<file path="config.mk">
export PLATFORM = sky130hd
export DESIGN_NAME = wb_uart_flat
export DESIGN_NICKNAME = d
export VERILOG_FILES = /design/src/rtl/wb_uart_pkg.sv /design/src/rtl/if_wb.sv /design/src/rtl/wb_uart_rx.sv /design/src/rtl/wb_uart.sv /design/src/flat_wrapper.sv
export SDC_FILE = /design/constraint.sdc
export NUM_CORES = 1
export LEC_CHECK = 0
export ABC_AREA = 1
export CAP_MARGIN = 20
export CORE_MARGIN = 1.5
export CORE_UTILIZATION = 30
export DETAILED_ROUTE_END_ITERATION = 7
export PLACE_DENSITY_LB_ADDON = 0.05
export REMOVE_ABC_BUFFERS = 1
export SLEW_MARGIN = 20
export SYNTH_ARGS = -nofsm -noshare
export SYNTH_HDL_FRONTEND = slang
export SYNTH_SLANG_ARGS = --single-unit
</file>
<file path="constraint.sdc">
create_clock -name clk -period 2 [get_ports clk]
set_clock_uncertainty 0.2 [all_clocks]
set_input_delay 0.3 -clock clk [delete_from_list [all_inputs] [get_ports clk]]
set_output_delay 0.3 -clock clk [all_outputs]
set_load 0.01 [all_outputs]
</file>
<file path="src/rtl/wb_uart_pkg.sv">
// Shared register map, STATUS bit positions and FSM state type for the Wishbone UART.
package wb_uart_pkg;

  localparam logic [1:0] REG_DATA   = 2'd0;
  localparam logic [1:0] REG_STATUS = 2'd1;
  localparam logic [1:0] REG_DIV    = 2'd2;

  localparam int ST_RX_VALID = 0;
  localparam int ST_TX_BUSY  = 1;
  localparam int ST_RX_OVR   = 2;
  localparam int ST_RX_FERR  = 3;

  localparam logic [15:0] DIV_MIN = 16'd4;

  typedef enum logic [1:0] {IDLE, START, DATA, STOP} uart_state_t;

endpackage

</file>
<file path="src/rtl/if_wb.sv">
// Zero-wait-state Wishbone bus as driven by the J1-to-Wishbone bridge (no ack).
interface if_wb;
  logic [15:0] adr;
  logic [15:0] dat_m;
  logic [15:0] dat_s;
  logic        stb;
  logic        cyc;
  logic        we;

  modport slave  (input adr, dat_m, stb, cyc, we, output dat_s);
  modport master (output adr, dat_m, stb, cyc, we, input dat_s);
endinterface

</file>
<file path="src/rtl/wb_uart_rx.sv">
// 8N1 receiver: rxd synchronizer, mid-bit sampling FSM and the RX holding register with its flags.
module wb_uart_rx
  import wb_uart_pkg::*;
(
  input  logic        clk,
  input  logic        reset,
  input  logic        rxd,
  input  logic [15:0] div,
  input  logic        rd_clr,
  input  logic        w1c_ovr,
  input  logic        w1c_ferr,
  output logic [7:0]  rx_data,
  output logic        rx_valid,
  output logic        rx_ovr,
  output logic        rx_ferr
);

  uart_state_t state_q, state_d;
  logic        sync1_q, sync2_q;
  logic [15:0] cnt_q, cnt_d;
  logic [2:0]  idx_q, idx_d;
  logic [7:0]  sh_q, sh_d, data_q, data_d;
  logic        valid_q, valid_d, ovr_q, ovr_d, ferr_q, ferr_d;
  logic        brk_q, brk_d;
  logic        tick;

  always_ff @(posedge clk) begin
    if (reset) begin
      state_q <= IDLE;
      sync1_q <= 1'b1;
      sync2_q <= 1'b1;
      cnt_q   <= '0;
      idx_q   <= '0;
      sh_q    <= '0;
      data_q  <= '0;
      valid_q <= 1'b0;
      ovr_q   <= 1'b0;
      ferr_q  <= 1'b0;
      brk_q   <= 1'b0;
    end else begin
      state_q <= state_d;
      sync1_q <= rxd;
      sync2_q <= sync1_q;
      cnt_q   <= cnt_d;
      idx_q   <= idx_d;
      sh_q    <= sh_d;
      data_q  <= data_d;
      valid_q <= valid_d;
      ovr_q   <= ovr_d;
      ferr_q  <= ferr_d;
      brk_q   <= brk_d;
    end
  end

  assign tick = (cnt_q == 16'd0);

  always_comb begin
    state_d = state_q;
    cnt_d   = tick ? cnt_q : cnt_q - 16'd1;
    idx_d   = idx_q;
    sh_d    = sh_q;
    data_d  = data_q;
    brk_d   = brk_q;
    // Clears first so that a same-cycle flag set below wins.
    valid_d = valid_q & ~rd_clr;
    ovr_d   = ovr_q & ~w1c_ovr;
    ferr_d  = ferr_q & ~w1c_ferr;
    unique case (state_q)
      IDLE: begin
        if (!sync2_q) begin
          state_d = START;
          cnt_d   = (div >> 1) - 16'd1;
        end
      end
      START: begin
        if (tick) begin
          if (sync2_q) begin
            state_d = IDLE;
          end else begin
            state_d = DATA;
            cnt_d   = div - 16'd1;
            idx_d   = 3'd0;
          end
        end
      end
      DATA: begin
        if (tick) begin
          sh_d  = {sync2_q, sh_q[7:1]};
          cnt_d = div - 16'd1;
          idx_d = idx_q + 3'd1;
          if (idx_q == 3'd7) state_d = STOP;
        end
      end
      STOP: begin
        // After a framing error, hold here until the line returns high (break or bad stop).
        if (brk_q) begin
          if (sync2_q) begin
            brk_d   = 1'b0;
            state_d = IDLE;
          end
        end else if (tick) begin
          if (sync2_q) begin
            data_d  = sh_q;
            valid_d = 1'b1;
            if (valid_q && !rd_clr) ovr_d = 1'b1;
            state_d = IDLE;
          end else begin
            ferr_d = 1'b1;
            brk_d  = 1'b1;
          end
        end
      end
      default: state_d = IDLE;
    endcase
  end

  assign rx_data  = data_q;
  assign rx_valid = valid_q;
  assign rx_ovr   = ovr_q;
  assign rx_ferr  = ferr_q;

endmodule

</file>
<file path="src/rtl/wb_uart.sv">
// Wishbone UART slave: 4-register window decode, combinational read mux, DIVISOR and 8N1 TX FSM.
module wb_uart
  import wb_uart_pkg::*;
#(
  parameter logic [15:0] BASE      = 16'hF000,
  parameter logic [15:0] DIV_RESET = 16'd434
) (
  input  logic clk,
  input  logic reset,
  if_wb.slave  wb,
  input  logic rxd,
  output logic txd
);

  uart_state_t tx_state_q, tx_state_d;
  logic [15:0] div_q, div_d;
  logic [15:0] tx_cnt_q, tx_cnt_d;
  logic [2:0]  tx_idx_q, tx_idx_d;
  logic [7:0]  tx_sh_q, tx_sh_d;
  logic        txd_q, txd_d;
  logic        sel, wr, rd, tx_busy, tx_tick;
  logic [1:0]  idx;
  logic [7:0]  rx_data;
  logic        rx_valid, rx_ovr, rx_ferr;
  logic        unused_adr;

  assign sel        = wb.stb & wb.cyc & (wb.adr[15:3] == BASE[15:3]);
  assign idx        = wb.adr[2:1];
  assign wr         = sel & wb.we;
  assign rd         = sel & ~wb.we;
  assign unused_adr = wb.adr[0];
  assign tx_busy    = (tx_state_q != IDLE);
  assign tx_tick    = (tx_cnt_q == 16'd0);

  wb_uart_rx u_rx (
    .clk      (clk),
    .reset    (reset),
    .rxd      (rxd),
    .div      (div_q),
    .rd_clr   (rd && (idx == REG_DATA)),
    .w1c_ovr  (wr && (idx == REG_STATUS) && wb.dat_m[ST_RX_OVR]),
    .w1c_ferr (wr && (idx == REG_STATUS) && wb.dat_m[ST_RX_FERR]),
    .rx_data  (rx_data),
    .rx_valid (rx_valid),
    .rx_ovr   (rx_ovr),
    .rx_ferr  (rx_ferr)
  );

  always_ff @(posedge clk) begin
    if (reset) begin
      tx_state_q <= IDLE;
      div_q      <= DIV_RESET;
      tx_cnt_q   <= '0;
      tx_idx_q   <= '0;
      tx_sh_q    <= '0;
      txd_q      <= 1'b1;
    end else begin
      tx_state_q <= tx_state_d;
      div_q      <= div_d;
      tx_cnt_q   <= tx_cnt_d;
      tx_idx_q   <= tx_idx_d;
      tx_sh_q    <= tx_sh_d;
      txd_q      <= txd_d;
    end
  end

  always_comb begin
    div_d = div_q;
    if (wr && (idx == REG_DIV)) div_d = (wb.dat_m < DIV_MIN) ? DIV_MIN : wb.dat_m;
  end

  // Counter reloads from div_q at each bit boundary, so DIVISOR changes apply from the next bit.
  always_comb begin
    tx_state_d = tx_state_q;
    tx_cnt_d   = tx_tick ? tx_cnt_q : tx_cnt_q - 16'd1;
    tx_idx_d   = tx_idx_q;
    tx_sh_d    = tx_sh_q;
    txd_d      = txd_q;
    unique case (tx_state_q)
      IDLE: begin
        txd_d = 1'b1;
        if (wr && (idx == REG_DATA)) begin
          tx_state_d = START;
          tx_sh_d    = wb.dat_m[7:0];
          tx_cnt_d   = div_q - 16'd1;
          txd_d      = 1'b0;
        end
      end
      START: begin
        if (tx_tick) begin
          tx_state_d = DATA;
          tx_cnt_d   = div_q - 16'd1;
          tx_idx_d   = 3'd0;
          txd_d      = tx_sh_q[0];
        end
      end
      DATA: begin
        if (tx_tick) begin
          tx_cnt_d = div_q - 16'd1;
          tx_idx_d = tx_idx_q + 3'd1;
          if (tx_idx_q == 3'd7) begin
            tx_state_d = STOP;
            txd_d      = 1'b1;
          end else begin
            tx_sh_d = {1'b0, tx_sh_q[7:1]};
            txd_d   = tx_sh_q[1];
          end
        end
      end
      STOP: begin
        if (tx_tick) tx_state_d = IDLE;
      end
      default: tx_state_d = IDLE;
    endcase
  end

  always_comb begin
    wb.dat_s = 16'h0000;
    if (sel) begin
      unique case (idx)
        REG_DATA:   wb.dat_s = {8'h00, rx_data};
        REG_STATUS: wb.dat_s = {12'h000, rx_ferr, rx_ovr, tx_busy, rx_valid};
        REG_DIV:    wb.dat_s = div_q;
        default:    wb.dat_s = 16'h0000;
      endcase
    end
  end

  assign txd = txd_q;

endmodule

</file>
<file path="src/flat_wrapper.sv">
// flat-port wrapper written by rule: the top's interface ports become plain ports
module wb_uart_flat import wb_uart_pkg::*;
#(
  parameter logic [15:0] BASE      = 16'hF000,
  parameter logic [15:0] DIV_RESET = 16'd434
)
  (clk, reset, rxd, txd, wb_adr, wb_dat_m, wb_stb, wb_cyc, wb_we, wb_dat_s);
  if_wb wb_i ();
  input  logic clk;
  input  logic reset;
  input  logic rxd;
  output logic txd;
  input wire logic [$bits(wb_i.adr)-1:0] wb_adr;
  input wire logic [$bits(wb_i.dat_m)-1:0] wb_dat_m;
  input wire logic [$bits(wb_i.stb)-1:0] wb_stb;
  input wire logic [$bits(wb_i.cyc)-1:0] wb_cyc;
  input wire logic [$bits(wb_i.we)-1:0] wb_we;
  output wire logic [$bits(wb_i.dat_s)-1:0] wb_dat_s;
  assign wb_i.adr = wb_adr;
  assign wb_i.dat_m = wb_dat_m;
  assign wb_i.stb = wb_stb;
  assign wb_i.cyc = wb_cyc;
  assign wb_i.we = wb_we;
  assign wb_dat_s = wb_i.dat_s;
  wb_uart #(.BASE(BASE), .DIV_RESET(DIV_RESET)) u_core (.clk(clk), .reset(reset), .wb(wb_i), .rxd(rxd), .txd(txd));
endmodule
</file>
==> summary.md <==
| Metric | Value |
|---|---|
| Fin crit period | 1.901 ns |
| Critical path class | register to register |
| Arr. time, crit path | 1.99 ns |
| Final hold vios | 0 |
| Yosys reg bits | 89 |
| Total Routing Usage GR | 0.1980 |
| Largest net degree at the start of global routing | 46 |
| Worst vdd ir | 0.0005549 V |
| Combined buffer and inverter count along the critical path | 1 |
| Clk buf depth | 2 |
| DR vias | 6447 |
| Post-synth cell types | 45 |
| Vias in the first global route | 6198 |
| Ys flop type | dfxtp_1 |
| Placed Cells | 1346 |
| Slew Limit Headroom | 0.6294 |
| R2R depth | 7 |
| CP required | 2.09 ns |
| Most numerous cell in the Yosys netlist | nand2_1 |
| Number of H-tree levels | 3 |
| CP peak stage delay | 0.34 ns |
| Final net count | 1162 |
| Commonest cells in the netlist | nand2_1, nor2_1, inv_1, dfxtp_1, a21oi_1 |
| Adder-cell share of the synthesized area | 0.03188 |
| First-pass GRT wire length | 31710 um |
| Async SR Flop Fraction | 0 |
| GR Overflow Total | 0 |
| Placeable Area | 19330 um2 |
| Core Util, Final | 0.4147 |
| Final wirelength | 19370 um |
| Sw Ratio | 0.4557 |
| Psw | 4.530 mW |
| Mux contribution to synthesized area | 0 |
| Final setup viols | 0 |
| Syn Area/Cell | 6.145 um2 |
| Drt drc | 0 |
| DIE AREA | 20470 um2 |
| Mapped Cells | 958 |
| Area share of and/or/nand/nor cells after synthesis | 0.3870 |
| Worst Hold Class | input port to register |
| PortBufs | 53 |
| Initial antenna violation count | 0 |
| Yosys warning total | 0 |
| Synth Area in Compound Gates | 0.1445 |
| Critical Path End Type | register |
| Antenna-violating nets left | 0 |
| Worst Tran Pin Value | 0.5560 ns |
| Final Non-Filler Cells | 1379 |
| Combinational Power Share | 0.578 |
| Crit path max fanout | 3 |
| XOR/XNOR Fraction of Synth Area | 0.04463 |
| Cell Int Power | 5.410 mW |
| Crit-path cells | buf_4, nor2_1, nand2_1, nor2_2, xor2_1, o311ai_0, a21oi_1 |
| N_diodes | 0 |
| Final Max Tran Viols | 0 |
| Clock transition at path regs | 0.08 ns |
| Post-synth top area cell | dfxtp_1 |
| Later-pin clock latency in the skew report | 0.36 ns |
| Clock power frac | 0.178 |
| Starting Density | 0.3045 |
| Critical path depth in cells | 7 |
| Tcrit/Tclk final | 0.9507 |
| Number of synthesized flops with an enable pin | 0 |
| CTS tree | done |
| # rows | 51 |
| # hold bufs at CTS | 0 |
| Worst path top cell family by delay | simple AND/OR/NAND/NOR gates |
| Share of cells above drive strength 1 | 0.2181 |
| Final Wtd Congestion | 0.8231 |
| Number of fill cells in the layout | 2114 |
| Top cells by area, synth | dfxtp_1, nand2_1, nor2_1 |
| Drt first pass iters | 5 |
| Die Ht | 143.1 um |
| Synth Cell Area | 5887 um2 |
| Root buffer cell | clkbuf_16 |
| Status | finished, final reports clean |
| F_max | 525.9 MHz |
| Crit path max-delay cell type | dfxtp_1 |
| Inserted Clock Buffers | 9 |
| Power share of the sequential group | 0.244 |
| P&R area growth vs syn | 36.22% |
| Per-cell routed wire length | 14.04 um |
| P_leak | 3.635 nW |
| Detail Placement HPWL | 15240 um |
| WHS Path Cells | 2 |
| Die width | 143.1 um |
| CP Launch Type | register |
| Register area share after synthesis | 0.3027 |
| Yosys top cell area share | 0.3027 |
| Total clock sinks | 89 |
| P per Cell Area | 1240 nW/um2 |
| First DRT Iteration DRCs | 304 |
| Largest family of logic cells by synthesized area | simple AND/OR/NAND/NOR gates |
| Max-Cap Viols | 0 |
| IO Count | 55 |
| Via density | 4.675 |
[power by group through the flow]
stage               clock, mW  sequential, mW  combinational [mW]
floorplan                   0            2.41                3.53
global placement            0            2.45                5.36
detailed placement          0            2.45                5.36
CTS                      1.82            2.41                5.39
global route             1.89            2.47                6.56
finish                   1.77            2.42                5.75
[worst reg2reg max path: cells and delay by family (launching register included)]
| family | cells | cell delay, ns |
|---|---|---|
| xor gates and xnor gates | 1 | 0.26 |
| buffers and inverters | 1 | 0.15 |
| DFF | 1 | 0.34 |
| AOI/OAI and AO/OA | 2 | 0.35 |
| and+or+nand+nor | 3 | 0.53 |
[logic make-up (layout without fill, tap and decap cells)]
family | Yosys count | after routing
buf+inv | 131 | 286
compound gates | 163 | 163
xor+xnor | 30 | 30
flops | 89 | 89
simple gates | 530 | 531
fa+ha+maj | 15 | 15
[through the flow]
step / instance area, um2 / power (mW) / worst slack, ns / TNS, ns / hold slack [ns]
after CTS: 7731 / 9.612 / 0.008317 / 0 / 0.006087
final: 8019 / 9.941 / 0.09850 / 0 / 0.004073
after detailed placement: 7391 / 7.804 / -0.7156 / -22.26 / 0.1984
after global placement: 7391 / 7.815 / -0.7214 / -21.65 / 0.1992
after global routing: 8019 / 10.92 / -0.01968 / -0.02079 / 0.01068
after floorplan: 5773 / 5.946 / -0.004558 / -0.004558 / 0.1691
[state kept, by name (all words and copies together), names as in the netlist, named ones only]
name and cells:
u_core.tx_state_q 2, u_core.div_q 16, u_core.u_rx.brk_q 1, u_core.u_rx.sync1_q 1, u_core.u_rx.sh_q 8, u_core.tx_idx_q 3, u_core.u_rx.rx_valid 1, u_core.u_rx.rx_ovr 1
u_core.tx_sh_q 8, u_core.u_rx.rx_ferr 1, u_core.u_rx.cnt_q 16, u_core.u_rx.idx_q 3, u_core.u_rx.rx_data 8, u_core.tx_cnt_q 16, u_core.txd 1, u_core.u_rx.sync2_q 1
u_core.u_rx.state_q 1
[repair_timing]
item	4_1_cts	5_1_grt
pin swaps	12	25
gates cloned	0	2
resized for setup	107	73
setup endpoints to repair	17	72
buffers inserted	4	11
[layout make-up]
type | count | area, um2 | share of cell area
inverters | 108 | 414.1 | 0.05165
clock inverters | 7 | 76.32 | 0.009518
repair buffers | 162 | 1344 | 0.1676
multi-input cells | 739 | 3844 | 0.4793
flip-flops and latches | 89 | 1784 | 0.2225
well taps | 265 | 331.6 | 0.04135
clock buffers | 9 | 225.2 | 0.02809
[final timing paths]
path | from | end | slack, ns
max | u_core.u_rx.cnt_q[2]$_SDFF_PP0_ | u_core.u_rx.cnt_q[7]$_SDFF_PP0_ | 0.1
min | reset | register | 0.004
max reg2reg | u_core.u_rx.cnt_q[2]$_SDFF_PP0_ | u_core.u_rx.cnt_q[7]$_SDFF_PP0_ | 0.1
min reg2reg | u_core.u_rx.sync1_q$_SDFF_PP1_ | u_core.u_rx.sync2_q$_SDFF_PP1_ | 0.22
[cells in the final DEF, fill, tap and decap left out, types with 6 or more instances in the layout]
master and count:
nor2_4 12, nand2_1 232, buf_2 16, nor2_2 16, nor3_2 6, inv_2 16, dfxtp_1 87, o21ai_0 58
inv_1 87, a21oi_1 75, xnor2_1 6, clkbuf_16 10, xor2_1 22, clkdlybuf4s15_1 9, nor3_1 8, buf_4 100
clkdlybuf4s50_1 19, nand4_1 9, o21ai_1 8, nor2_1 149, ha_1 10, nand2_2 16, nand3_1 60
[per-layer routing]
layer / vias to the layer above / track usage / routed length, um
met5: - / 0 / 0
li1: 3394 / - / -
met4: 0 / 0.04612 / 180
met3: 15 / 0.02683 / 624
met2: 105 / 0.3242 / 8637
met1: 2933 / 0.2743 / 9924
Note: power is estimated with default switching activity, not from simulation.
